--- src/rtl/mips_mem_pkg.sv ---
// ---------------------------------------------------------------------------
// mips_mem_pkg
// Shared definitions for the instruction/data BRAM port arbiter of the
// multi-cycle MIPS core: default memory geometry, the arbiter FSM state
// encoding and the access-owner encoding.
// Ports: none (package).
// ---------------------------------------------------------------------------
package mips_mem_pkg;

  // Default BRAM geometry: 1024 words of 32 bits.
  localparam int ADDR_W_DEF = 10;
  localparam int DATA_W_DEF = 32;

  // Arbiter sequencing states.
  typedef enum logic [1:0] {
    ST_IDLE  = 2'd0,
    ST_ISSUE = 2'd1,
    ST_WAIT  = 2'd2,
    ST_RESP  = 2'd3
  } arb_state_t;

  // Requester that currently owns the memory port.
  typedef enum logic [1:0] {
    OWN_NONE = 2'd0,
    OWN_CPU  = 2'd1,
    OWN_DBG  = 2'd2
  } owner_t;

endpackage

--- src/rtl/mem_port_arbiter_starve_counter.sv ---
// ---------------------------------------------------------------------------
// starve_counter
// Saturating count of cycles the debug requester has waited without a grant.
// Once the count reaches MAX, hit stays high until clr.
// Ports:
//   clk  in   clock, rising edge
//   rst  in   asynchronous active-high reset (count -> 0)
//   inc  in   count one more starved cycle
//   clr  in   clear the count (has priority over inc)
//   hit  out  count has reached MAX
// ---------------------------------------------------------------------------
module starve_counter #(
  parameter int MAX = 15
) (
  input  logic clk,
  input  logic rst,
  input  logic inc,
  input  logic clr,
  output logic hit
);

  localparam logic [7:0] MAX_C = 8'(MAX);

  logic [7:0] count_r;

  // Starvation count register, saturating at MAX.
  always_ff @(posedge clk or posedge rst) begin
    if (rst) begin
      count_r <= 8'd0;
    end else if (clr) begin
      count_r <= 8'd0;
    end else if (inc && (count_r != MAX_C)) begin
      count_r <= count_r + 8'd1;
    end else begin
      count_r <= count_r;
    end
  end

  assign hit = (count_r == MAX_C);

endmodule

--- src/rtl/mem_port_arbiter.sv ---
// ---------------------------------------------------------------------------
// mem_port_arbiter
// Shares the single-port instruction/data BRAM between the CPU datapath
// (fetch and load/store) and the debug inference readout. Accesses are
// serialised by an IDLE -> ISSUE -> (WAIT -> RESP) sequence; all outputs are
// registered. CPU has fixed priority over debug.
//
// Build option: define DBG_STARVE_GUARD_EN to add a starvation guard that
// lets debug win arbitration after STARVE_MAX denied cycles.
//
// Ports:
//   fast_clk, rst                       clock / async active-high reset
//   cpu_req, cpu_we, cpu_addr, cpu_wdata CPU request (held until cpu_gnt)
//   cpu_gnt, cpu_rvalid, cpu_rdata      CPU grant pulse, read data + valid
//   dbg_req, dbg_addr                   debug read request (held until dbg_gnt)
//   dbg_gnt, dbg_rvalid, dbg_rdata      debug grant pulse, read data + valid
//   mem_en, mem_we, mem_addr, mem_wdata BRAM command
//   mem_rdata                           BRAM read data (one cycle after mem_en)
// ---------------------------------------------------------------------------
module mem_port_arbiter
  import mips_mem_pkg::*;
#(
  parameter int ADDR_W     = ADDR_W_DEF,
  parameter int DATA_W     = DATA_W_DEF,
  parameter int STARVE_MAX = 15
) (
  input  logic              fast_clk,
  input  logic              rst,
  input  logic              cpu_req,
  input  logic              cpu_we,
  input  logic [ADDR_W-1:0] cpu_addr,
  input  logic [DATA_W-1:0] cpu_wdata,
  output logic              cpu_gnt,
  output logic              cpu_rvalid,
  output logic [DATA_W-1:0] cpu_rdata,
  input  logic              dbg_req,
  input  logic [ADDR_W-1:0] dbg_addr,
  output logic              dbg_gnt,
  output logic              dbg_rvalid,
  output logic [DATA_W-1:0] dbg_rdata,
  output logic              mem_en,
  output logic              mem_we,
  output logic [ADDR_W-1:0] mem_addr,
  output logic [DATA_W-1:0] mem_wdata,
  input  logic [DATA_W-1:0] mem_rdata
);

  // Reject an out-of-range guard threshold at elaboration.
  if ((STARVE_MAX < 1) || (STARVE_MAX > 255)) begin : g_bad_starve_max
    $error("mem_port_arbiter: STARVE_MAX must be in 1..255");
  end

  arb_state_t state_r;
  owner_t     owner_r;
  logic       starve_hit_s;
  logic       dbg_wins_s;

`ifdef DBG_STARVE_GUARD_EN
  starve_counter #(
    .MAX (STARVE_MAX)
  ) u_starve_counter (
    .clk (fast_clk),
    .rst (rst),
    .inc (dbg_req & ~dbg_gnt),
    .clr (dbg_gnt),
    .hit (starve_hit_s)
  );
`else
  assign starve_hit_s = 1'b0;
`endif

  // Arbitration: debug wins only if CPU is idle or debug has been starved.
  always_comb begin
    dbg_wins_s = 1'b0;
    if (dbg_req && (!cpu_req || starve_hit_s)) begin
      dbg_wins_s = 1'b1;
    end else begin
      dbg_wins_s = 1'b0;
    end
  end

  // Sequencer FSM with all outputs registered.
  always_ff @(posedge fast_clk or posedge rst) begin
    if (rst) begin
      state_r    <= ST_IDLE;
      owner_r    <= OWN_NONE;
      cpu_gnt    <= 1'b0;
      dbg_gnt    <= 1'b0;
      cpu_rvalid <= 1'b0;
      dbg_rvalid <= 1'b0;
      cpu_rdata  <= {DATA_W{1'b0}};
      dbg_rdata  <= {DATA_W{1'b0}};
      mem_en     <= 1'b0;
      mem_we     <= 1'b0;
      mem_addr   <= {ADDR_W{1'b0}};
      mem_wdata  <= {DATA_W{1'b0}};
    end else begin
      // Pulse outputs default low; the command address/data hold their value.
      cpu_gnt    <= 1'b0;
      dbg_gnt    <= 1'b0;
      cpu_rvalid <= 1'b0;
      dbg_rvalid <= 1'b0;
      mem_en     <= 1'b0;
      mem_we     <= 1'b0;
      case (state_r)
        ST_IDLE: begin
          if (cpu_req || dbg_req) begin
            state_r <= ST_ISSUE;
            mem_en  <= 1'b1;
            if (dbg_wins_s) begin
              owner_r   <= OWN_DBG;
              dbg_gnt   <= 1'b1;
              mem_we    <= 1'b0;
              mem_addr  <= dbg_addr;
              mem_wdata <= {DATA_W{1'b0}};
            end else begin
              owner_r   <= OWN_CPU;
              cpu_gnt   <= 1'b1;
              mem_we    <= cpu_we;
              mem_addr  <= cpu_addr;
              mem_wdata <= cpu_wdata;
            end
          end else begin
            state_r <= ST_IDLE;
          end
        end
        ST_ISSUE: begin
          // mem_we still holds the command issued this cycle.
          if (mem_we) begin
            state_r <= ST_IDLE;
            owner_r <= OWN_NONE;
          end else begin
            state_r <= ST_WAIT;
          end
        end
        ST_WAIT: begin
          state_r <= ST_RESP;
          if (owner_r == OWN_DBG) begin
            dbg_rdata  <= mem_rdata;
            dbg_rvalid <= 1'b1;
          end else if (owner_r == OWN_CPU) begin
            cpu_rdata  <= mem_rdata;
            cpu_rvalid <= 1'b1;
          end else begin
            cpu_rdata <= cpu_rdata;
          end
        end
        ST_RESP: begin
          state_r <= ST_IDLE;
          owner_r <= OWN_NONE;
        end
        default: begin
          state_r <= ST_IDLE;
          owner_r <= OWN_NONE;
        end
      endcase
    end
  end

endmodule

--- config.mk ---
export PLATFORM = sky130hd
export DESIGN_NAME = mem_port_arbiter
export DESIGN_NICKNAME = d
export VERILOG_FILES = /design/src/rtl/mips_mem_pkg.sv /design/src/rtl/mem_port_arbiter_starve_counter.sv /design/src/rtl/mem_port_arbiter.sv
export SDC_FILE = /design/constraint.sdc
export NUM_CORES = 1
export LEC_CHECK = 0
export CAP_MARGIN = 40
export CORE_MARGIN = 5
export CORE_UTILIZATION = 41
export CTS_CLUSTER_DIAMETER = 40
export DETAILED_ROUTE_END_ITERATION = 8
export PLACE_DENSITY = 0.86
export SETUP_SLACK_MARGIN = 0.02
export SYNTH_ARGS = -nofsm -noshare
export SYNTH_HDL_FRONTEND = slang
export SYNTH_SLANG_ARGS = --single-unit
--- constraint.sdc ---
create_clock -name fast_clk -period 4.7 [get_ports fast_clk]
set_input_delay 0.94 -clock fast_clk [delete_from_list [all_inputs] [get_ports fast_clk]]
set_output_delay 0.94 -clock fast_clk [all_outputs]
set_load 0.01 [all_outputs]
==> run metrics <==
Ant. Diodes=0; count of cell types in the netlist=23; Logic pwr share=39.8%; maximum VDD drop=347.2 uV; Clk pin slew, worst setup/hold paths=0.06 ns; Detail Placement HPWL=8625 um; RePlAce Congestion=0.7701; nets=571; grt ovf=0; Pint=3.609 mW; post-CTS sizing=0; RSZ-0062 raised after global routing=false; dpl ws=1.864 ns; Critical Path Max Stage Delay=0.58 ns; worst-path fanout max=2; cts bufs inserted=17; Hold WC Path Type=flip-flop to flip-flop; CP max stage cell=clkdlybuf4s50_1; critical path type=flip-flop to output port; first-pass iteration count of the detailed router=4; worst reg2reg endpoint=cpu_rdata[8]; deepest clock path buffer count=2; total global-route track usage=18.72%; number of buffers inserted by hold repair at cts=0; Worst Path Arrival=1.45 ns; Ys Warns=0; Final setup viols=0; Max-Cap Viols=0; Die Y=113.7 um; vias in the first global route=3540; relative slew slack=60.02%; f_max=418.0 MHz; switch share=29.41%; Detail Route met2 WL=5652 um; Area Growth Syn to Fin=63.60%; area of the multi-input gates=1400 um^2; leak pwr=3.072 nW; I/O pin cnt=201; NetSw=1.503 mW; worst r2r src=state_r[0]; first-pass GRT wire length=18660 um; Slew Viols, Final=0; DR iter-0 viols=81; cell family with most CP delay=buffers and inverters; crit path capture type=output port; H-tree lvl count=4; post-route setup TNS=0 ns; DR WL/cell=18.58 um; number of buffers added on ports=200; Final Skew=0.01017 ns; clock root buffer=clkbuf_8; post-route minimum period=2.392 ns; Antenna Nets Post-Route=0; Clk pwr share=26.0%; drt drc=0; DR top layer=met4; total power=5.112 mW; via count=3103; Sequential Power Share=34.2%; met3 wire len=1318 um; Synth Area per Inst=16.26 um^2; crit share post-route=50.90%; Mapped Nets=360; Synth Register Bits=116; critical-path cell list=clkdlybuf4s50_1; Post-CTS Repair Setup Buffers=0; fillers=709; final WL=11720 um; mapped cell area=4407 um^2; core box area=10420 um^2; TritonCTS clock tree=yes; sequential-to-total area share from yosys stat=65.87%; share of layout cells above drive strength 1=25.66%; Startpoint Class=flip-flop; CP Buf/Inv Count=1; Worst Path Required=3.76 ns; Cell Rows=37; Die Wd=113.7 um; Crit path depth=1; cells after synthesis=271; initial antenna violation count=0; Initial Util=42.31%; CP Capture Point=mem_wdata[17]; R2R depth=4; Hold Vio Cnt, Final=0; vias per cell=4.918; die footprint=12920 um^2; CP startpoint=mem_wdata[17]; largest net degree at the start of global routing=49; transition time of the tightest slew-check pin=0.5991 ns; clk sink count=116; Clock Latency Late Sink=0.51 ns; register area=2903 um^2; status=complete, no violations; Post-Route M1 WL=4490 um; Pwr Density=709.1 nW/um^2; flop-to-flop setup slack=2.55 ns; fin worst setup slack=2.308 ns
[flip-flops by register name, indices dropped and copies added, names as in the netlist, named ones only]
register    flops
cpu_rdata      32
dbg_rdata      32
mem_wdata      32
mem_addr       10
owner_r         2
cpu_gnt         1
cpu_rvalid      1
dbg_gnt         1
dbg_rvalid      1
mem_en          1
mem_we          1
state_r         1
[worst min path at each step]
stage	startpoint	to	slack (ns)	depth (start not counted)
after global placement	dbg_rdata[26]	dbg_rdata[26]	0.47	1
after detailed placement	mem_wdata[10]	mem_wdata[10]	0.49	1
after floorplan	mem_we	flip-flop	0.52	1
final	dbg_rdata[16]	dbg_rdata[16]	0.50	1
after CTS	mem_wdata[9]	mem_wdata[9]	0.51	1
after global routing	cpu_rdata[19]	cpu_rdata[19]	0.51	1
[cells by family after synthesis]
logic type | Yosys count | synth area share [%]
compound gates | 38 | 7.212
buf+inv | 17 | 2.527
flops | 116 | 65.87
mux | 84 | 21.47
simple gates | 16 | 2.924
[area by class of cell]
cell class,count,area share [%]
Tap cell,136,2.360
Clock buffer,17,5.745
Inverter,2,0.1388
Sequential cell,116,40.26
Timing Repair Buffer,207,29.23
Multi-Input combinational cell,138,19.42
Clock inverter,15,2.846
[metrics by stage]
stage / instance area [um^2] / util, % / instances / hold WS, ns
2_1_floorplan: 4407 / - / 271 / 0.5221
3_3_place_gp: 6515 / 62.55 / 596 / 0.4695
3_5_place_dp: 6590 / 63.27 / 599 / 0.4925
4_1_cts: 7209 / 69.21 / 631 / 0.5074
5_1_grt: 7209 / 69.21 / 631 / 0.5129
6_report: 7209 / 69.21 / 631 / 0.5018
[power groups by stage]
stage                     combinational (mW)  sequential, mW  clock (mW)
after floorplan                        0.693            1.92           0
after global placement                  1.98            1.73           0
after detailed placement                2.07            1.75           0
after CTS                               2.07            1.75        1.36
after global routing                    2.17            1.81        1.40
final                                   2.04            1.75        1.33
[cell usage after synthesis]
cell	n	area, um^2
a21oi_1	1	5.000
a22o_1	32	280.3
a2bb2oi_1	1	8.760
and2_1	1	6.260
and3_1	1	6.260
buf_2	5	25.02
buf_4	1	7.510
buf_6	5	56.30
clkbuf_1	4	15.01
dfrtp_1	116	2903
inv_1	2	7.510
mux2_1	1	11.26
mux2_2	83	934.7
nand2_1	1	3.750
nand2b_1	4	25.02
nand2b_4	1	13.76
nand3b_1	2	15.01
nor2_1	1	3.750
nor2b_1	2	12.51
nor3_1	1	5.000
nor3b_4	2	37.54
o21ai_0	3	15.01
o21ai_2	1	8.760
[layer usage]
layer	GRT usage (%)	up-vias
li1	-	1407
met1	21.22	1515
met2	30.31	160
met3	9.072	21
met4	7.692	0
met5	0	-
[cell usage in the layout (no fill, tap or decap), drive strengths merged]
cell type,count
bufinv,4
dfrtp,116
nor3b,2
mux2,84
a21oi,1
nor2,1
a22o,32
inv,4
nor3,1
clkinvlp,3
and2,1
nand2,1
o21ai,4
nand2b,5
clkinv,6
nor2b,2
buf,7
and3,1
clkbuf,17
a2bb2oi,1
clkdlybuf4s50,200
nand3b,2
(Power assumes the default switching activity.)
